`src/rtl/note_sequencer.sv`:
```
// Pattern-driven step sequencer feeding tone_freq/gate of one voice; outputs are registered,
// a step load (strobe, pitch, gate) appears on the same edge that samples run or ends a step.
module note_sequencer #(
  parameter int STEPS  = 16,
  parameter int STEP_W = 4
) (
  input  logic              clk,
  input  logic              rst_n,
  input  logic              run,
  input  logic [15:0]       tempo,
  input  logic [15:0]       gate_len,
  input  logic              wr_en,
  input  logic [STEP_W-1:0] wr_addr,
  input  logic [6:0]        wr_note,
  output logic [15:0]       tone_freq,
  output logic              gate,
  output logic [STEP_W-1:0] step_idx,
  output logic              step_strobe
);

  typedef enum logic {
    IDLE,
    PLAY
  } state_t;

  state_t            state, state_nxt;
  logic [6:0]        pattern [STEPS];
  logic [15:0]       pos, pos_nxt;
  logic [15:0]       t_last, gate_lim;
  logic              step_end;
  logic [STEP_W-1:0] idx_nxt, load_idx;
  logic [6:0]        load_note;
  logic              load_valid, load;
  logic              cur_valid, cur_valid_nxt;
  logic [15:0]       freq_nxt;
  logic              gate_nxt, strobe_nxt;

  function automatic logic note_valid(input logic [6:0] n);
    return (n != 7'd0) && (n < 7'd96);
  endfunction

  // BASE holds the MIDI 96..107 increments; lower octaves are right shifts of it.
  function automatic logic [15:0] conv(input logic [6:0] n);
    logic [3:0]  oct;
    logic [3:0]  semi;
    logic [16:0] b;
    oct  = 4'(n / 7'd12);
    semi = 4'(n % 7'd12);
    case (semi)
      4'd0:    b = 17'd35115;
      4'd1:    b = 17'd37203;
      4'd2:    b = 17'd39415;
      4'd3:    b = 17'd41759;
      4'd4:    b = 17'd44242;
      4'd5:    b = 17'd46873;
      4'd6:    b = 17'd49660;
      4'd7:    b = 17'd52613;
      4'd8:    b = 17'd55741;
      4'd9:    b = 17'd59056;
      4'd10:   b = 17'd62567;
      default: b = 17'd66288;
    endcase
    return 16'(b >> (4'd8 - oct));
  endfunction

  always_comb begin
    t_last     = (tempo < 16'd3) ? 16'd1 : tempo - 16'd1;
    gate_lim   = (gate_len < t_last) ? gate_len : t_last;
    step_end   = (pos >= t_last);
    load_idx   = (state == IDLE) ? '0 : step_idx + STEP_W'(1);
    load_note  = pattern[load_idx];
    load_valid = note_valid(load_note);
  end

  always_comb begin
    state_nxt     = state;
    pos_nxt       = pos;
    idx_nxt       = step_idx;
    freq_nxt      = tone_freq;
    gate_nxt      = gate;
    strobe_nxt    = 1'b0;
    cur_valid_nxt = cur_valid;
    load          = 1'b0;
    case (state)
      IDLE: begin
        pos_nxt  = '0;
        idx_nxt  = '0;
        gate_nxt = 1'b0;
        if (run) begin
          state_nxt = PLAY;
          load      = 1'b1;
        end
      end
      PLAY: begin
        if (!run) begin
          state_nxt     = IDLE;
          pos_nxt       = '0;
          idx_nxt       = '0;
          gate_nxt      = 1'b0;
          cur_valid_nxt = 1'b0;
        end else if (step_end) begin
          // A shrinking tempo can leave pos beyond the new last clock; end the step anyway.
          pos_nxt = '0;
          idx_nxt = load_idx;
          load    = 1'b1;
        end else begin
          pos_nxt  = pos + 16'd1;
          gate_nxt = cur_valid && ((pos + 16'd1) < gate_lim);
        end
      end
      default: state_nxt = IDLE;
    endcase
    if (load) begin
      strobe_nxt    = 1'b1;
      cur_valid_nxt = load_valid;
      gate_nxt      = load_valid && (gate_len != 16'd0);
      if (load_valid) freq_nxt = conv(load_note);
    end
  end

  always_ff @(posedge clk or negedge rst_n) begin
    if (!rst_n) begin
      state       <= IDLE;
      pos         <= '0;
      step_idx    <= '0;
      tone_freq   <= '0;
      gate        <= 1'b0;
      step_strobe <= 1'b0;
      cur_valid   <= 1'b0;
    end else begin
      state       <= state_nxt;
      pos         <= pos_nxt;
      step_idx    <= idx_nxt;
      tone_freq   <= freq_nxt;
      gate        <= gate_nxt;
      step_strobe <= strobe_nxt;
      cur_valid   <= cur_valid_nxt;
    end
  end

  // Same-entry write and load: the load above sees the pre-write value.
  always_ff @(posedge clk or negedge rst_n) begin
    if (!rst_n) begin
      for (int i = 0; i < STEPS; i++) pattern[i] <= '0;
    end else if (wr_en) begin
      pattern[wr_addr] <= wr_note;
    end
  end

endmodule

```
`config.mk`:
```
export PLATFORM = sky130hd
export DESIGN_NAME = note_sequencer
export DESIGN_NICKNAME = d
export VERILOG_FILES = /design/src/rtl/note_sequencer.sv
export SDC_FILE = /design/constraint.sdc
export NUM_CORES = 1
export LEC_CHECK = 0
export ABC_CLOCK_PERIOD_IN_PS = 5200
export CAP_MARGIN = 25
export CORE_MARGIN = 10
export CORE_UTILIZATION = 45
export CTS_CLUSTER_SIZE = 20
export DETAILED_ROUTE_END_ITERATION = 7
export DONT_BUFFER_PORTS = 1
export SYNTH_ARGS = -nofsm -noshare
export SYNTH_HDL_FRONTEND = slang
export SYNTH_SLANG_ARGS = --single-unit
```
`constraint.sdc`:
```
create_clock -name clk -period 5.2 [get_ports clk]
set_input_delay 1.3 -clock clk [delete_from_list [all_inputs] [get_ports clk]]
set_output_delay 1.3 -clock clk [all_outputs]
set_load 0.005 [all_outputs]
```
Word-level counts from Yosys, hierarchy flattened

Memories as Yosys holds them, arrays and structs flattened.
Index checks and enable logic that the tools add are counted.

Bits in registers: 152
ROM bits: 272
Input bits: 47
Output and inout port bits: 22
Logic and storage cells: 83
Memories kept: 1

Memories:

| memory           | words | bits a word | read ports | clocked after memory_dff | wr ports | RTL line | RTL |
|---|---|---|---|---|---|---|---|
| (name not given) | 16    | 17          | 1          | 0                        | 0        | 49       | `case (semi)` |

Add/sub/neg operators: 4
Divide/modulo/power cells: 2
$lt $le $gt $ge: 8
Equal/unequal tests: 3
Shifts and indexed selects: 1
Multiplexer cells: 29
Bitwise gates (word level): 3
Reductions and logical operators: 9

Operators by type and width:

| kind                                                        | count |
|---|---|
| bitwise mux 112 bit                                         | 1 |
| two-way mux 16 bit                                          | 4 |
| two-way mux 17 bit                                          | 2 |
| less-than comparator 16 bit                                 | 2 |
| one-hot mux 16 bit (2 select lines)                         | 1 |
| binary-select mux 7 bit (select 4 bit)                      | 1 |
| demux 7 bit (select 4 bit)                                  | 1 |
| two-way mux 7 bit                                           | 3 |
| >> shifter 17 x 4 -> 16 bit                                 | 1 |
| adder 16 x 1 -> 16 bit, second input constant               | 1 |
| >= comparator 16 bit                                        | 1 |
| less-than comparator 16 x 2 -> 1 bit, second input constant | 1 |
| nonzero test 16 bit                                         | 1 |
| subtractor 16 x 1 -> 16 bit, second input constant          | 1 |
| two-way mux 4 bit                                           | 3 |
| >= comparator 5 bit, second input constant                  | 2 |
| two-way mux 1 bit                                           | 10 |
| NOT 4 -> 5 bit                                              | 2 |
| one-hot mux 4 bit (2 select lines)                          | 1 |
| divider 7 x 4 -> 7 bit, second input constant               | 1 |
| less-than comparator 7 bit, second input constant           | 1 |
| modulo 7 x 4 -> 7 bit, second input constant                | 1 |
| nonzero test 7 bit                                          | 1 |
| less-than comparator 5 x 1 -> 1 bit, second input constant  | 1 |
| 10 further kinds                                            | 15 |

Longest topological paths before layout

Gate-level depths: netlist of the first run.

Word-level depth: 11
Depth in mapped cells: 33
Gate-level depth less buffers: 32

Worst setup path before layout of the first run

No wires, ideal clock.

Path kind: input-to-reg
Start: input tempo[9]
End: register gate
Setup time: 0.064 ns
Data arrival time: 5.771 ns
Data required time: 5.136 ns
Slack: -0.635 ns
Cell stages on the path: 31
Path buffers: 2
Cells stage by stage: nor4_1 > and4_1 > clkbuf_1 > a21o_1 > ha_1 > a21oi_1 > nor2b_1 > o21ai_0 > nand2b_1 > a21oi_1 > nor2b_1 > o21ai_0 > nand2b_1 > a21oi_1 > nor2b_1 > clkbuf_1 > nand2_1 > o21a_1 > ha_1 > a21o_1 > a21oi_1 > nor2b_1 > o21ai_0 > nand2b_1 > a21oi_1 > nor2b_1 > o21ai_0 > nand2_1 > nor2_1 > a22o_1 > a31o_2

Cells in the longest elaborated chain, start to end: 10
Elaborated cells between the ends (all ways): 16
Those cells by class: add/sub (1); order compare (4); eq/ne (1); mux (9); reduce/logical (1)

RTL lines:

| item                                                                                       | RTL line | RTL |
|---|---|---|
| start, declared                                                                            | 10       | `input logic [15:0] tempo,` |
| subtractor 16 x 1 -> 16 bit / less-than comparator 16 x 2 -> 1 bit (equally long branches) | 67       | `t_last = (tempo < 16'd3) ? 16'd1 : tempo - 16'd1;` |
| two-way mux 16 bit *                                                                       | 67       |  |
| less-than comparator 16 bit                                                                | 68       | `gate_lim = (gate_len < t_last) ? gate_len : t_last;` |
| two-way mux 16 bit                                                                         | 68       |  |
| less-than comparator 16 bit                                                                | 108      | `gate_nxt = cur_valid && ((pos + 16'd1) < gate_lim);` |
| logical AND 1 bit                                                                          | 108      |  |
| two-way mux 1 bit                                                                          | 101      | `end else if (step_end) begin` |
| two-way mux 1 bit                                                                          | 95       | `if (!run) begin` |
| one-hot mux 1 bit (2 select lines)                                                         | 84       | `case (state)` |
| two-way mux 1 bit                                                                          | 113      | `if (load) begin` |
| end signal, assigned                                                                       | 135      | `gate <= gate_nxt;` |
| end, declared                                                                              | 16       | `output logic gate,` |

Mark *: on every way between the ends. The rest lies on a longest branch, timed or not. The select of a mux whose other input is x is not followed.
A chain may end at the register's enable or synchronous reset.

Worst setup path in the final report of the first run

Start: input tempo[0]
End: register gate

The elaborated chain is that of the path after synthesis.

==> results of run 1 <==
## path summary, 6_finish.rpt
kind                       cells past startpoint                  endpoint  slack, ns               startpoint
max                                           23          gate$_DFFE_PN0P_       0.25                 tempo[0]
min                                            1    pattern[5]$_DFFE_PN0P_       0.50   pattern[5]$_DFFE_PN0P_
max reg2reg                                   16  tone_freq[4]$_DFFE_PN0P_       0.37  step_idx[0]$_DFFE_PN0P_
min reg2reg                                    1    pattern[5]$_DFFE_PN0P_       0.50   pattern[5]$_DFFE_PN0P_
max in group asynchronous                      0   pattern[38]$_DFFE_PN0P_       4.38                    rst_n
min in group asynchronous                      0          pos[6]$_DFF_PN0_       0.57                    rst_n
## metal layers
metal	track usage, %	vias up	wire, um
li1	-	3891	-
met1	24.9	3978	12500
met2	31.4	186	13500
met3	3.74	30	1410
met4	4.61	2	353
met5	0	-	20
## power breakdown
group	total (mW)	switching [mW]	internal [mW]
logic	2.07	1.17	0.901
clock network	1.28	0.617	0.658
registers	1.60	0.152	1.45
total	4.94	1.94	3.00
## synthesized netlist by cell type (17+ instances only)
cell / number
dfrtp_1: 152
mux2_2: 117
nor2_1: 67
ha_1: 56
nand2_1: 53
a21oi_1: 38
nor2b_1: 28
clkbuf_1: 27
nand3_1: 26
xnor2_1: 24
o21ai_0: 23
a211oi_1: 20
mux2i_1: 19
buf_2: 17
nor3_1: 17
## metrics by stage
step | setup TNS [ns] | total power [mW] | hold WS (ns) | cell area, um^2 | setup WS, ns
after CTS | 0 | 4.92 | 0.504 | 11700 | 0.184
after global routing | -0.0872 | 5.25 | 0.515 | 11800 | -0.0872
after floorplan | 0 | 3.16 | 0.469 | 10500 | 0.00298
after global placement | -0.0617 | 3.62 | 0.478 | 11000 | -0.0617
after detailed placement | -0.180 | 3.64 | 0.488 | 11000 | -0.180
final | 0 | 4.94 | 0.502 | 11800 | 0.249
## worst reg2reg max path, cell delays in order, from the launching register on
cell and delay, ns:
dfrtp_1 0.41, ha_1 0.61, buf_4 0.31, mux2i_1 0.22, o21ai_0 0.14, o31ai_2 0.29, o32a_2 0.36, xnor2_1 0.18
o2111a_1 0.29, a21oi_2 0.15, clkinv_1 0.29, ha_1 0.41, inv_2 0.29, nand2_1 0.12, o32a_1 0.35, a21oi_1 0.19
a221o_1 0.14
## cell families after synthesis
kind of cell / after synthesis / share of synthesized area (%)
xor gates and xnor gates: 33 / 2.77
adders and majority gates: 57 / 6.82
muxes: 149 / 17.3
AOI/OAI and AO/OA: 251 / 18.6
and+or+nand+nor: 291 / 14.7
buffers and inverters: 71 / 3.27
DFF: 152 / 36.5
## registers in the layout, indices dropped and copies added (netlist names)
| register | cells |
|---|---|
| step_idx | 4 |
| pattern | 112 |
| cur_valid | 1 |
| gate | 1 |
| tone_freq | 16 |
| step_strobe | 1 |
| pos | 16 |
| state | 1 |
## layout make-up
type,instances,area [um^2]
inverters,17,63.8
well taps,285,357
multi-input cells,781,6440
repair buffers,66,515
fillers,2104,10900
clock inverters,15,194
clock buffers,17,425
flip-flops and latches,152,3800
## timing repair
action	4_1_cts	5_1_grt
setup endpoints to repair	0	12
buffers inserted	0	6
gates resized for setup	0	19
==> impl_metrics.yaml, run 1 <==
outcome:
  status: "completed"
sta:
  drv_slew: 0
  setup_violations: 0
  min_period_ns: 4.95
  post-route-period-util_pct: 95.2
  worstMarginPinSlew_ns: 0.877
  finalHoldViolCount: 0
  max-slew-margin-rel_pct: 41.4
  fmax_mhz: 202
  finClkSkew_ns: 0.0224
  rsz0062_at_grt: "yes"
layout:
  num-nets-final: 1138
  final_util_pct: 52.0
  final_common_cell: "dfrtp_1"
  stdcell_count: 1333
  mostFrequentLayoutCells: "dfrtp_1, mux2_2, nor2_1"
  area_delta_synth_final_pct: 13.2
  antenna_cells: 0
  drive_gt1_share_pct: 28.4
synth:
  ys_seq_elements: 152
  syn_area_um2: 10400
  syn_area_per_cell_um2: 10.4
  synth_seq_area_share_pct: 36.5
  yosysTopAreaCellShare_pct: 36.5
  synth_ff_type: "dfrtp_1"
  syn-num-nets: 1107
  post-synth-top-area-cell: "dfrtp_1"
  ys_warn_count: 0
  synth_cells: 1004
  async_flop_share_pct: 100
  synth_edf_count: 0
  ys_top_cells_by_area: "dfrtp_1, mux2_2, ha_1"
  yosysUniqueCellTypes: 98
drt:
  drtAntennaViolNets: 0
  drc: 0
  drt-total-wl_mm: 27.7
  drt_iter0_markers: 592
  wl_per_cell_um: 20.8
  routed_via_density: 6.07
  vias: 8087
  drt_first_pass_iters: 5
die:
  die_area_um2: 29600
  coreArea_um2: 22700
  io-pin-count: 69
  initial_utilization_pct: 45.9
  num_rows: 55
  fp.dieW_um: 172
  die_y_um: 172
grt:
  grt_pass1_wl_mm: 44.7
  grt-ovfl-total: 0
  grt_pass1_vias: 8296
  antenna_found_initial: 1
  track_usage_pct: 19.0
  grt_max_degree: 153
power:
  p_per_area_nw_per_um2: 419
  ir_worst_vdd_mv: 0.233
  p_leak_nw: 4.95
clocking:
  clk_path_buf_depth: 2
  holdBufCountCts: 0
  h-tree-depth: 4
  cts_buffers: 17
  cts_tree: "done"
  cts.sinks: 152
  clk_latency_ns: 0.44
  root_buffer: "clkbuf_16"
  clkSlewWorstSetupHoldPaths_ns: 0.08
worst_setup_path:
  arrival_ns: 5.33
  critPathTopFamily: "compound AO/OA/AOI/OAI gates"
  crit_buf_inv: 4
  path_class: "primary input to register"
  cpPeakStageDelay_ns: 0.33
  path_cells: "ha_1, nor3_1, and4_4, buf_12, or2_2, ha_1, o21ai_0, a21boi_0, o21a_1, o21a_1, o2111ai_1, a211oi_2, nor2b_4, buf_6, buf_4, buf_4, o21a_1, ha_1, a21o_1, a211oi_1, nand3_1, o221ai_1, a31o_2"
  crit_required_ns: 5.57
  startpoint_type: "primary input"
  slowest_stage: "and4_4"
  end_kind: "register"
  cp_max_fo: 8
job:
  maxCapViolations: 0
place:
  place.gp.congestion: 0.867
  place_inst: 1295
  dp_hpwl_mm: 20.1
  io_buffers: 0
hold_path:
  hold_class: "register to register"
No activity file was read; power rests on OpenSTA's default activity.
==> run 2, diff against run 1 <==
- CORE_UTILIZATION: 45 -> 60
- PLACE_DENSITY: default -> 0.76
==> run 2 against run 1 <==
Against the previous run: cell count down 4.9%; die area down 22%; hold slack about the same; power up 0.23%; final area down 1.6%; sequential share of layout area up 0.52 points; non-clock buffer count down 5; critical path type unchanged; critical endpoint unchanged; largest cell class unchanged; highest routed layer is now met4.
==> impl_metrics.yaml, run 2 (same netlist as run 1, synthesis figures left out) <==
grt:
  grt_pass1_wl_mm: 44.3
  grt_max_degree: 153
  track_usage_pct: 22.9
  grt-ovfl-total: 0
  grt_pass1_vias: 8338
  antenna_found_initial: 0
worst_setup_path:
  arrival_ns: 5.41
  critPathTopFamily: "simple AND/OR/NAND/NOR gates"
  r2r_setup_slack_ns: 0.27
  slowest_stage: "or2_2"
  crit_required_ns: 5.59
  path_class: "primary input to register"
  cp-startpoint: "tempo[4]"
  crit_buf_inv: 0
  cpPeakStageDelay_ns: 0.29
  startpoint_type: "primary input"
  timing.rr.start: "step_idx[0]$_DFFE_PN0P_"
  crit_cells: 31
  crit_end: "gate$_DFFE_PN0P_"
  rr_worst_depth: 13
  end_kind: "register"
  cp_max_fo: 8
  regToRegEndpoint: "tone_freq[1]$_DFFE_PN0P_"
sta:
  finClkSkew_ns: 0.00991
  drv_slew: 0
  tns_ns: 0
  layout_setup_ws_ns: 0.179
  min_period_ns: 5.02
  worstMarginPinSlew_ns: 0.916
  post-route-period-util_pct: 96.5
  rsz0062_at_grt: "yes"
  fmax_mhz: 199
  max-slew-margin-rel_pct: 38.8
  finalHoldViolCount: 0
  setup_violations: 0
die:
  initial_utilization_pct: 60.7
  coreArea_um2: 17200
  die_y_um: 152
  fp.dieW_um: 152
  num_rows: 48
  io-pin-count: 69
  die_area_um2: 23000
job:
  maxCapViolations: 0
layout:
  mostFrequentLayoutCells: "dfrtp_1, mux2_2, nor2_1"
  drive_gt1_share_pct: 26.9
  area_delta_synth_final_pct: 11.4
  top_register: "pattern"
  antenna_cells: 0
  num-nets-final: 1133
  largest_register_ffs: 112
  reg_top3: "pattern x112, pos x16, tone_freq x16"
  stdcell_count: 1268
  final_common_cell: "dfrtp_1"
  fillers: 1323
place:
  io_buffers: 0
  dp_hpwl_mm: 19.1
  dp_slack_ns: -0.273
  place.gp.congestion: 0.913
  place_inst: 1234
drt:
  drtAntennaViolNets: 0
  drt-total-wl_mm: 26.8
  drc: 0
  drt_first_pass_iters: 5
  drt_iter0_markers: 659
  wl_per_cell_um: 21.2
  routed_via_density: 6.63
  vias: 8408
power:
  ir_worst_vdd_mv: 0.304
  p_total_mw: 4.95
  p_leak_nw: 4.93
  p_per_area_nw_per_um2: 427
clocking:
  holdBufCountCts: 0
  cts.sinks: 152
  clk_latency_ns: 0.44
  root_buffer: "clkbuf_16"
  clk_path_buf_depth: 2
  cts_tree: "done"
  cts_buffers: 17
  h-tree-depth: 4
  clkSlewWorstSetupHoldPaths_ns: 0.08
outcome:
  status: "completed"
hold_path:
  hold_class: "register to register"
## run 2: cell count changes in the layout (fill, tap and decap cells not counted), moves of 2 or more
cell,before,now
buf_6,2,0
a21oi_2,6,2
inv_8,4,7
ha_2,3,0
a21oi_1,33,37
ha_1,51,55
inv_6,4,1
clkinv_8,7,5
buf_4,63,60
## run 2: power by group
group | internal [mW] | total [mW] | switching (mW) | leakage (nW)
logic | 0.905 | 2.07 | 1.17 | 2.72
clock network | 0.660 | 1.28 | 0.619 | 0.298
registers | 1.45 | 1.60 | 0.155 | 1.90
total | 3.01 | 4.95 | 1.94 | 4.93
## run 2: worst min path at each step
stage / from / end / slack, ns / cells past startpoint
6_report: pattern[57]$_DFFE_PN0P_ / pattern[57]$_DFFE_PN0P_ / 0.50 / 1
4_1_cts: pattern[49]$_DFFE_PN0P_ / pattern[49]$_DFFE_PN0P_ / 0.50 / 1
5_1_grt: pattern[50]$_DFFE_PN0P_ / pattern[50]$_DFFE_PN0P_ / 0.52 / 1
3_5_place_dp: pattern[49]$_DFFE_PN0P_ / pattern[49]$_DFFE_PN0P_ / 0.49 / 1
3_3_place_gp: pattern[68]$_DFFE_PN0P_ / pattern[68]$_DFFE_PN0P_ / 0.48 / 1
2_1_floorplan: cur_valid$_DFFE_PN0P_ / cur_valid$_DFFE_PN0P_ / 0.47 / 2
## run 2: cell type report
cell class	instances	area [um^2]	area share [%]
Inverter	17	63.8	0.550
Sequential cell	152	3800	32.8
Multi-Input combinational cell	781	6370	54.9
Clock buffer	17	425	3.66
Tap cell	225	282	2.42
Clock inverter	15	193	1.66
Timing Repair Buffer	61	470	4.05
## run 2: layer usage
metal  track usage, %  part of all wire (%)  vias up  wire [um]
li1                 -                     -     3877          -
met1             29.3                    42     4153      11400
met2             37.3                    48      307      13000
met3             5.02                   6.0       71       1610
met4             8.25                   3.1        0        839
met5                0                     0        -          0
## run 2: timing repair
| action | in CTS | in global routing |
|---|---|---|
| resized for setup | 0 | 1 |
| endpoints found under the setup margin | 0 | 6 |
| hold endpoints to repair | 0 | 0 |
| buffers inserted | 0 | 2 |
## run 2: metrics by stage
stage               area [um^2]  utilization (%)  hold slack (ns)
floorplan                 10500                -            0.469
detailed placement        11000             63.9            0.487
CTS                       11600             67.5            0.505
global placement          11000             63.9            0.480
finish                    11600             67.6            0.502
global route              11600             67.6            0.518
